### src/rtl/rc5_tx.sv
// RC5 infrared transmitter with a CSR page (DATA/CTRL registers).
// Sends a start bit plus 13 data bits Manchester coded, with optional 36 kHz carrier.
module rc5_tx #(
  parameter logic [3:0]  csr_addr = 4'h0,
  parameter int unsigned clk_freq = 100000000
) (
  input  logic        sys_clk,
  input  logic        sys_rst,
  input  logic [13:0] csr_a,
  input  logic        csr_we,
  input  logic [31:0] csr_di,
  output logic [31:0] csr_do,
  output logic        tx_irq,
  output logic        tx
);

  localparam int unsigned HB   = clk_freq / 1125;
  localparam int unsigned CT   = clk_freq / 72000;
  localparam int unsigned HB_W = (HB > 1) ? $clog2(HB) : 1;
  localparam int unsigned CT_W = (CT > 1) ? $clog2(CT) : 1;
  localparam logic [HB_W-1:0] HB_RELOAD = HB_W'(HB - 1);
  localparam logic [CT_W-1:0] CT_RELOAD = CT_W'(CT - 1);
  localparam logic [4:0]      LAST_HALF = 5'd27;

  typedef enum logic {
    IDLE,
    SEND
  } state_t;

  state_t          state_q;
  logic [HB_W-1:0] hb_cnt_q;
  logic [CT_W-1:0] ct_cnt_q;
  logic            carrier_q;
  logic            carrier_en_q;
  logic [4:0]      half_q;
  logic [13:0]     frame_q;
  logic            tx_q;
  logic            irq_q;
  logic [31:0]     csr_do_q;

  logic        page_sel;
  logic        wr_data;
  logic        wr_ctrl;
  logic        accept;
  logic        hb_tick;
  logic        cur_bit;
  logic        mark;
  logic        tx_d;
  logic [31:0] csr_do_d;
  logic        unused_bits;

  assign unused_bits = ^{csr_di[31:13], csr_a[9:1]};

  assign page_sel = (csr_a[13:10] == csr_addr);
  assign wr_data  = page_sel & csr_we & ~csr_a[0];
  assign wr_ctrl  = page_sel & csr_we & csr_a[0];
  // The completion-pulse cycle is still treated as busy so a write there is dropped.
  assign accept   = wr_data & (state_q == IDLE) & ~irq_q;
  assign hb_tick  = (hb_cnt_q == '0);

  // Even half-bits carry the inverted bit, odd half-bits the bit itself.
  assign cur_bit = frame_q[4'd13 - half_q[4:1]];
  assign mark    = (state_q == SEND) & ~(cur_bit ^ half_q[0]);
  assign tx_d    = mark & (carrier_en_q ? carrier_q : 1'b1);

  always_comb begin
    csr_do_d = '0;
    if (page_sel) begin
      if (csr_a[0]) begin
        csr_do_d = {30'd0, carrier_en_q, (state_q == SEND)};
      end else begin
        csr_do_d = {19'd0, frame_q[12:0]};
      end
    end
  end

  always_ff @(posedge sys_clk) begin
    if (sys_rst) begin
      state_q      <= IDLE;
      hb_cnt_q     <= HB_RELOAD;
      ct_cnt_q     <= CT_RELOAD;
      carrier_q    <= 1'b0;
      carrier_en_q <= 1'b0;
      half_q       <= '0;
      frame_q      <= '0;
      tx_q         <= 1'b0;
      irq_q        <= 1'b0;
      csr_do_q     <= '0;
    end else begin
      if (ct_cnt_q == '0) begin
        ct_cnt_q  <= CT_RELOAD;
        carrier_q <= ~carrier_q;
      end else begin
        ct_cnt_q <= ct_cnt_q - CT_W'(1);
      end

      if (wr_ctrl) begin
        carrier_en_q <= csr_di[1];
      end

      tx_q     <= tx_d;
      irq_q    <= 1'b0;
      csr_do_q <= csr_do_d;

      case (state_q)
        IDLE: begin
          if (accept) begin
            frame_q  <= {1'b1, csr_di[12:0]};
            hb_cnt_q <= HB_RELOAD;
            half_q   <= '0;
            state_q  <= SEND;
          end
        end
        SEND: begin
          if (hb_tick) begin
            hb_cnt_q <= HB_RELOAD;
            if (half_q == LAST_HALF) begin
              half_q  <= '0;
              irq_q   <= 1'b1;
              state_q <= IDLE;
            end else begin
              half_q <= half_q + 5'd1;
            end
          end else begin
            hb_cnt_q <= hb_cnt_q - HB_W'(1);
          end
        end
        default: state_q <= IDLE;
      endcase
    end
  end

  assign tx     = tx_q;
  assign tx_irq = irq_q;
  assign csr_do = csr_do_q;

endmodule
### config.mk
export PLATFORM = sky130hd
export DESIGN_NAME = rc5_tx
export DESIGN_NICKNAME = d
export VERILOG_FILES = /design/src/rtl/rc5_tx.sv
export SDC_FILE = /design/constraint.sdc
export NUM_CORES = 1
export LEC_CHECK = 0
export BUFFER_PORTS_ARGS = -buffer_cell sky130_fd_sc_hd__buf_2
export CELL_PAD_IN_SITES_DETAIL_PLACEMENT = 0
export CELL_PAD_IN_SITES_GLOBAL_PLACEMENT = 2
export CORE_MARGIN = 10
export CORE_UTILIZATION = 27
export CTS_CLUSTER_SIZE = 8
export DETAILED_ROUTE_END_ITERATION = 7
export PLACE_DENSITY_LB_ADDON = 0.1
export SYNTH_ARGS = -nofsm -noshare
export SYNTH_HDL_FRONTEND = slang
export SYNTH_SLANG_ARGS = --single-unit
### constraint.sdc
create_clock -name sys_clk -period 2.1 [get_ports sys_clk]
set_input_delay 0.63 -clock sys_clk [delete_from_list [all_inputs] [get_ports sys_clk]]
set_output_delay 0.63 -clock sys_clk [all_outputs]
set_load 0.03 [all_outputs]
==> metrics.md, run 1 <==
| Metric | Value |
|---|---|
| Router iterations before antenna repair | `4` |
| Clock slew at reported path FFs | `0.07 ns` |
| CTS tree | `done` |
| Die Area | `15700 sq um` |
| RSZ-0062 raised after global routing | `no` |
| Ys Warns | `0` |
| Worst path slowest cell | `or4_4` |
| CP bufs+invs | `0` |
| Register area share after synthesis | `43.5%` |
| Critical path's top delay family | `simple AND/OR/NAND/NOR gates` |
| # port buffers | `35` |
| Starting DRT DRC Count | `56` |
| Setup violators final | `0` |
| Total number of vias | `2439` |
| Final hold vios | `0` |
| Worst min path class | `reg2reg` |
| Global-route wire length before repair | `12900 um` |
| Cell Pwr Density | `724 nW/um^2` |
| Avg Cell Area, Syn | `8.72 sq um` |
| Clk sinks | `65` |
| Critical path class | `reg2reg` |
| Ant. Diodes | `0` |
| Dpl hpwl | `5650 um` |
| Fin nets | `461` |
| Initial Util | `27.6%` |
| Top post-synthesis cells by area | `dfxtp_1 (44%), nand2_1 (7.0%), buf_4 (5.0%), a21oi_1 (4.0%), ha_1 (3.3%)` |
| Flop2flop setup slack | `0.11 ns` |
| Final wirelength | `7800 um` |
| Startpoint types | `flip-flop` |
| Detail Route Antenna Nets | `0` |
| Slew Limit Fails | `0` |
| Drt wl/cell | `14.2 um` |
| Status | `complete, no violations` |
| P&R area growth vs syn | `23.8%` |
| Htree depth | `3` |
| DRC viols | `0` |
| Crit-path cells | `or4_4, or3_2, or3b_1, xor2_1, nand2_1` |
| CP required | `2.35 ns` |
| Number of synthesized flops with an enable pin | `0` |
| Filler cells | `1172` |
| Initial antenna violation count | `0` |
| Most numerous cell in the Yosys netlist | `dfxtp_1` |
| Crit path arrival time | `2.25 ns` |
| Lkg Pwr | `1.43 nW` |
| F_max | `0.502 GHz` |
| Tmin final | `1.99 ns` |
| Synth Flop Type | `dfxtp_1` |
| Library cells used by synthesis | `45` |
| CP max stage delay | `0.57 ns` |
| Synth cell count leaders | `dfxtp_1 (65), nand2_1 (56), a21oi_1 (24)` |
| Design Area, Final | `3700 sq um` |
| Fin util | `34.1%` |
| Root buffer cell | `clkbuf_8` |
| GPL Wtd Cong | `0.749` |
| Period utilisation layout | `94.9%` |
| Crit-path max FO | `4` |
| DIE HEIGHT | `125 um` |
| Cell accounting for the most synthesized area | `dfxtp_1` |
| Die width | `125 um` |
| Yosys top cell area share | `43.5%` |
| Core Area | `10800 sq um` |
| Share of layout cells above drive strength 1 | `24.5%` |
| Cell area after synthesis | `2990 sq um` |
| Max cap viols | `0` |
| Routed vias/inst | `4.45` |
| Largest net degree at the start of global routing | `34` |
| Num rows | `38` |
| Multi-input combinational cell area | `1580 sq um` |
| Clock latency on the worst-skew pair | `0.36 ns` |
| Cell Area, Placed | `3440 sq um` |
| Total GRT Usage | `10.2%` |
| Setup TNS | `0 ns` |
| Endpoint class of the critical path | `flip-flop` |
| Longest Clk Path Bufs | `2` |
| Sequential standard cell area | `1300 sq um` |
| Async set-reset flop share out of synthesis | `0%` |
| Total CTS buffers | `9` |
| Vias in the first global route | `2529` |
| Clock skew | `0.00530 ns` |
| IO Count | `83` |
| GRT Residual Overflow | `0` |
| Yosys reg bits | `65` |
| VDD IR-drop max | `255 uV` |
| Synthesized instance count | `343` |
flip-flops by register name, summed over array words and instances, names as in the netlist:
| signal | flops |
|---|---|
| carrier_en_q | 1 |
| carrier_q | 1 |
| csr_do | 13 |
| ct_cnt_q | 11 |
| frame_q | 14 |
| half_q | 5 |
| hb_cnt_q | 17 |
| state_q | 1 |
| tx | 1 |
| tx_irq | 1 |
timing repair:
action / in CTS / in global routing
setup buffers: 0 / 0
resized for setup: 0 / 10
hold buffers: 0 / 0
setup endpoints to repair: 0 / 12
hold endpoints to repair: 0 / 0
report_power, final:
part           total (mW)  switching, mW  internal, mW
Combinational       0.208          0.139        0.0687
Clock                1.21          0.517         0.692
Sequential           1.26         0.0144          1.25
Total                2.68          0.671          2.01
layer usage:
metal	track usage, %	routed length, um	vias up
li1	-	-	1249
met1	12.3	3710	1137
met2	16.2	3670	41
met3	2.75	243	12
met4	5.69	179	0
met5	0	0	-
path summary, 6_finish.rpt:
path                    start           end  cells past startpoint
setup / recovery  hb_cnt_q[5]  hb_cnt_q[11]                      5
hold / removal    ct_cnt_q[0]   ct_cnt_q[0]                      1
setup reg to reg  hb_cnt_q[5]  hb_cnt_q[11]                      5
hold reg to reg   ct_cnt_q[0]   ct_cnt_q[0]                      1
layout by cell type (no fill, tap or decap), types with 3 or more instances in the layout:
cell / count
buf_2: 35
and2_1: 11
nand3b_1: 3
conb_1: 19
nand2b_1: 5
nand4_1: 3
buf_4: 28
nand3_1: 10
xnor2_1: 10
mux2i_1: 5
ha_1: 8
mux4_2: 3
nor3b_1: 5
clkbuf_8: 10
nor2_1: 23
o21ai_0: 10
nor2b_1: 5
nor3_1: 8
dfxtp_1: 65
xor2_1: 8
nand2_1: 56
or3_1: 6
a21oi_1: 22
inv_1: 8
metrics by stage:
stage / setup slack, ns / power, mW / hold slack, ns / std cells
floorplan: 0.00647 / 1.45 / 0.395 / 361
global placement: -0.261 / 1.50 / 0.435 / 533
detailed placement: -0.253 / 1.50 / 0.434 / 533
CTS: 0.0365 / 2.73 / 0.453 / 548
global route: 0.0145 / 2.81 / 0.480 / 548
finish: 0.108 / 2.68 / 0.448 / 548
worst register-to-register path, stage by stage (launching register included):
cell and delay (ns):
dfxtp_1 0.32, or4_4 0.57, or3_2 0.44, or3b_1 0.37, xor2_1 0.13, nand2_1 0.06
cell families (layout without fill, tap and decap cells):
family	count (synthesis)	in the layout	share of synthesized area, %
AND/OR/NAND/NOR	156	156	27.1
multiplexers	10	10	4.69
other	1	19	0.125
flip-flops	65	65	43.5
AO/OA/AOI/OAI	45	45	8.41
adder cells (fa/ha/maj)	8	8	3.35
buffers and inverters	40	87	7.53
XOR/XNOR	18	18	5.27
cell type report:
class / instances / share of cell area, %
clock inverter: 5 / 2.16
multi-input combinational: 256 / 42.7
sequential: 65 / 35.2
tap: 140 / 4.73
timing repair buffer: 64 / 10.7
inverter: 8 / 0.811
clock buffer: 10 / 3.72
No activity file was read; power rests on OpenSTA's default activity.
==> run 2: changes to the inputs <==
SETUP_SLACK_MARGIN = 0.2   (was unset)
==> run 2 against run 1 <==
Against the previous run: setup slack improved by 0.018 ns; sequential share of layout area fell by 1.0 points; clock-buffer cell count did not move; cell area rose by 3.2%; clock power rose by 9.9%; non-clock buffer count rose by 8; total power rose by 4.9%; maximum frequency rose by 0.91%; critical path depth rose by 1; sequential power barely moved; largest cell class unchanged; largest power group is now the clock network.
==> metrics.md, run 2 (synthesis results as in run 1) <==
| Metric | Value |
|---|---|
| Htree depth | `3 (unchanged)` |
| Most flops, register | `hb_cnt_q` |
| GPL Wtd Cong | `0.739 (-1.3%)` |
| Starting DRT DRC Count | `88 (+57%)` |
| Filler cells | `1154 (-1.5%)` |
| Root buffer cell | `clkbuf_8` |
| Global-route wire length before repair | `12800 um (-0.74%)` |
| Clock slew at reported path FFs | `0.08 ns (about the same)` |
| Tmin final | `1.97 ns (-0.0179 ns)` |
| CP required | `2.38 ns (+0.03 ns)` |
| Critical R2R Launch | `hb_cnt_q[9]` |
| CTS tree | `done` |
| Internal power | `2.12 mW (+5.5%)` |
| Ant. Diodes | `0 (unchanged)` |
| Endpoint class of the critical path | `flip-flop` |
| Worst min path class | `reg2reg` |
| Final wirelength | `7920 um (+1.5%)` |
| Total CTS buffers | `9 (unchanged)` |
| Detail Route Antenna Nets | `0 (unchanged)` |
| # port buffers | `35 (unchanged)` |
| Die width | `125 um (unchanged)` |
| CP Launch Point | `hb_cnt_q[9]` |
| DIE HEIGHT | `125 um (unchanged)` |
| IO Count | `83 (unchanged)` |
| Share of layout cells above drive strength 1 | `27.3% (+2.8 points)` |
| F_max | `0.507 GHz (+0.91%)` |
| Critical path class | `reg2reg` |
| Hold path start | `ct_cnt_q[0]` |
| Most common cell after layout, fill and taps aside | `dfxtp_1` |
| Dpl hpwl | `5860 um (+3.8%)` |
| Max cap viols | `0 (unchanged)` |
| Router iterations before antenna repair | `4 (unchanged)` |
| Largest net degree at the start of global routing | `22 (-35%)` |
| Crit-path max FO | `6 (+2)` |
| Max reg flops | `17 (unchanged)` |
| Clock skew | `0.00847 ns (+0.00316 ns)` |
| GRT Residual Overflow | `0 (unchanged)` |
| Setup violators final | `0 (unchanged)` |
| Final hold vios | `0 (unchanged)` |
| Routed vias/inst | `4.44 (-0.32%)` |
| Fin util | `35.2% (+1.1 points)` |
| Startpoint types | `flip-flop` |
| Fin nets | `469 (+1.7%)` |
| Total number of vias | `2471 (+1.3%)` |
| Lkg Pwr | `1.49 nW (+4.0%)` |
| VDD IR-drop max | `239 uV (-6.6%)` |
| Cell Pwr Density | `736 nW/um^2 (+1.6%)` |
| Worst hold slack | `0.442 ns (-0.00674 ns)` |
| Clk pwr share | `47.3% (+2.2 points)` |
| Vias in the first global route | `2433 (-3.8%)` |
| Initial antenna violation count | `0 (unchanged)` |
| Net Sw Power | `0.692 mW (+3.2%)` |
| Status | `complete, no violations` |
| Clk sinks | `65 (unchanged)` |
| Most frequent cells in the layout | `dfxtp_1 (63), nand2_1 (56), buf_4 (36)` |
| RSZ-0062 raised after global routing | `yes` |
| DRC viols | `0 (unchanged)` |
| Total GRT Usage | `10.0% (-0.18 points)` |
| Longest Clk Path Bufs | `2 (unchanged)` |
| Comb power frac | `7.7% (about the same)` |
| Final total power | `2.81 mW (+4.9%)` |
| Core Area | `10800 sq um (unchanged)` |
| Crit path arrival time | `2.25 ns (about the same)` |
| Drt wl/cell | `14.2 um (-0.15%)` |
| Routing usage on met3 | `3.04% (+0.30 points)` |
| Num rows | `38 (unchanged)` |
| Initial Util | `27.6% (unchanged)` |
| GRT met2 Usage | `15.0% (-1.1 points)` |
| Die Area | `15700 sq um (unchanged)` |
| Slew Limit Fails | `0 (unchanged)` |
| Sw Ratio | `24.6% (-0.40 points)` |
| Sequential share of power | `45.0% (-2.1 points)` |
| M1 GR Usage | `13.3% (+0.97 points)` |
| Clock latency on the worst-skew pair | `0.34 ns (-0.02 ns)` |
| Period utilisation layout | `94.0% (-0.85 points)` |
| P&R area growth vs syn | `27.7%` |
| Grt peak-use layer | `met2` |
run 2: cell types whose count changed in the layout (fill, tap and decap cells not counted), moves of 2 or more:
| cell | delta |
|---|---|
| buf_4 | +8 |
| dfxtp_1 | -2 |
| dfxtp_2 | +2 |
| o21ai_0 | -2 |
| o21ai_1 | +2 |
run 2: stage by stage:
| step | setup WS (ns) | instance area [sq um] | cells | setup TNS, ns |
|---|---|---|---|---|
| 2_1_floorplan | 0.170 | 3120 | 361 | 0 |
| 3_3_place_gp | 0.000616 | 3520 | 539 | 0 |
| 3_5_place_dp | -0.00205 | 3520 | 539 | -0.00205 |
| 4_1_cts | 0.108 | 3800 | 557 | 0 |
| 5_1_grt | 0.0566 | 3820 | 557 | 0 |
| 6_report | 0.126 | 3820 | 557 | 0 |
run 2: timing repair:
| item | 4_1_cts | 5_1_grt |
|---|---|---|
| setup buffers | 2 | 0 |
| hold buffers | 0 | 0 |
| pin swaps | 3 | 1 |
| setup endpoints to repair | 14 | 29 |
| gates resized for setup | 7 | 5 |
run 2: cell type report:
class | count | area (sq um) | share of cell area, %
clock buffer | 10 | 128 | 3.34
clock inverter | 6 | 115 | 3.01
inverter | 8 | 30.0 | 0.786
multi-input combinational | 256 | 1610 | 42.2
sequential | 65 | 1300 | 34.1
tap | 140 | 175 | 4.59
timing repair buffer | 72 | 457 | 12.0
run 2: routing by layer:
metal,wire [um],vias to the layer above
li1,-,1275
met1,4010,1144
met2,3510,46
met4,89,0
met3,311,6
met5,0,-
run 2: critical path: stages, from the launching register on:
cell and delay [ns]:
dfxtp_2 0.32, or4_4 0.56, nor4_4 0.24, buf_6 0.17, nand3_4 0.07, or4_1 0.41, a21oi_1 0.15
run 2: path summary, 6_finish.rpt:
kind	to	slack [ns]	cells past startpoint
setup / recovery	half_q[2]	0.13	6
hold / removal	ct_cnt_q[0]	0.44	1
setup reg to reg	half_q[2]	0.13	6
hold reg to reg	ct_cnt_q[0]	0.44	1
run 2: power groups by stage:
stage | logic, mW | clock network [mW] | registers (mW)
6_report | 0.217 | 1.33 | 1.27
3_3_place_gp | 0.215 | 0 | 1.30
4_1_cts | 0.218 | 1.37 | 1.27
5_1_grt | 0.238 | 1.42 | 1.27
3_5_place_dp | 0.215 | 0 | 1.30
2_1_floorplan | 0.164 | 0 | 1.29
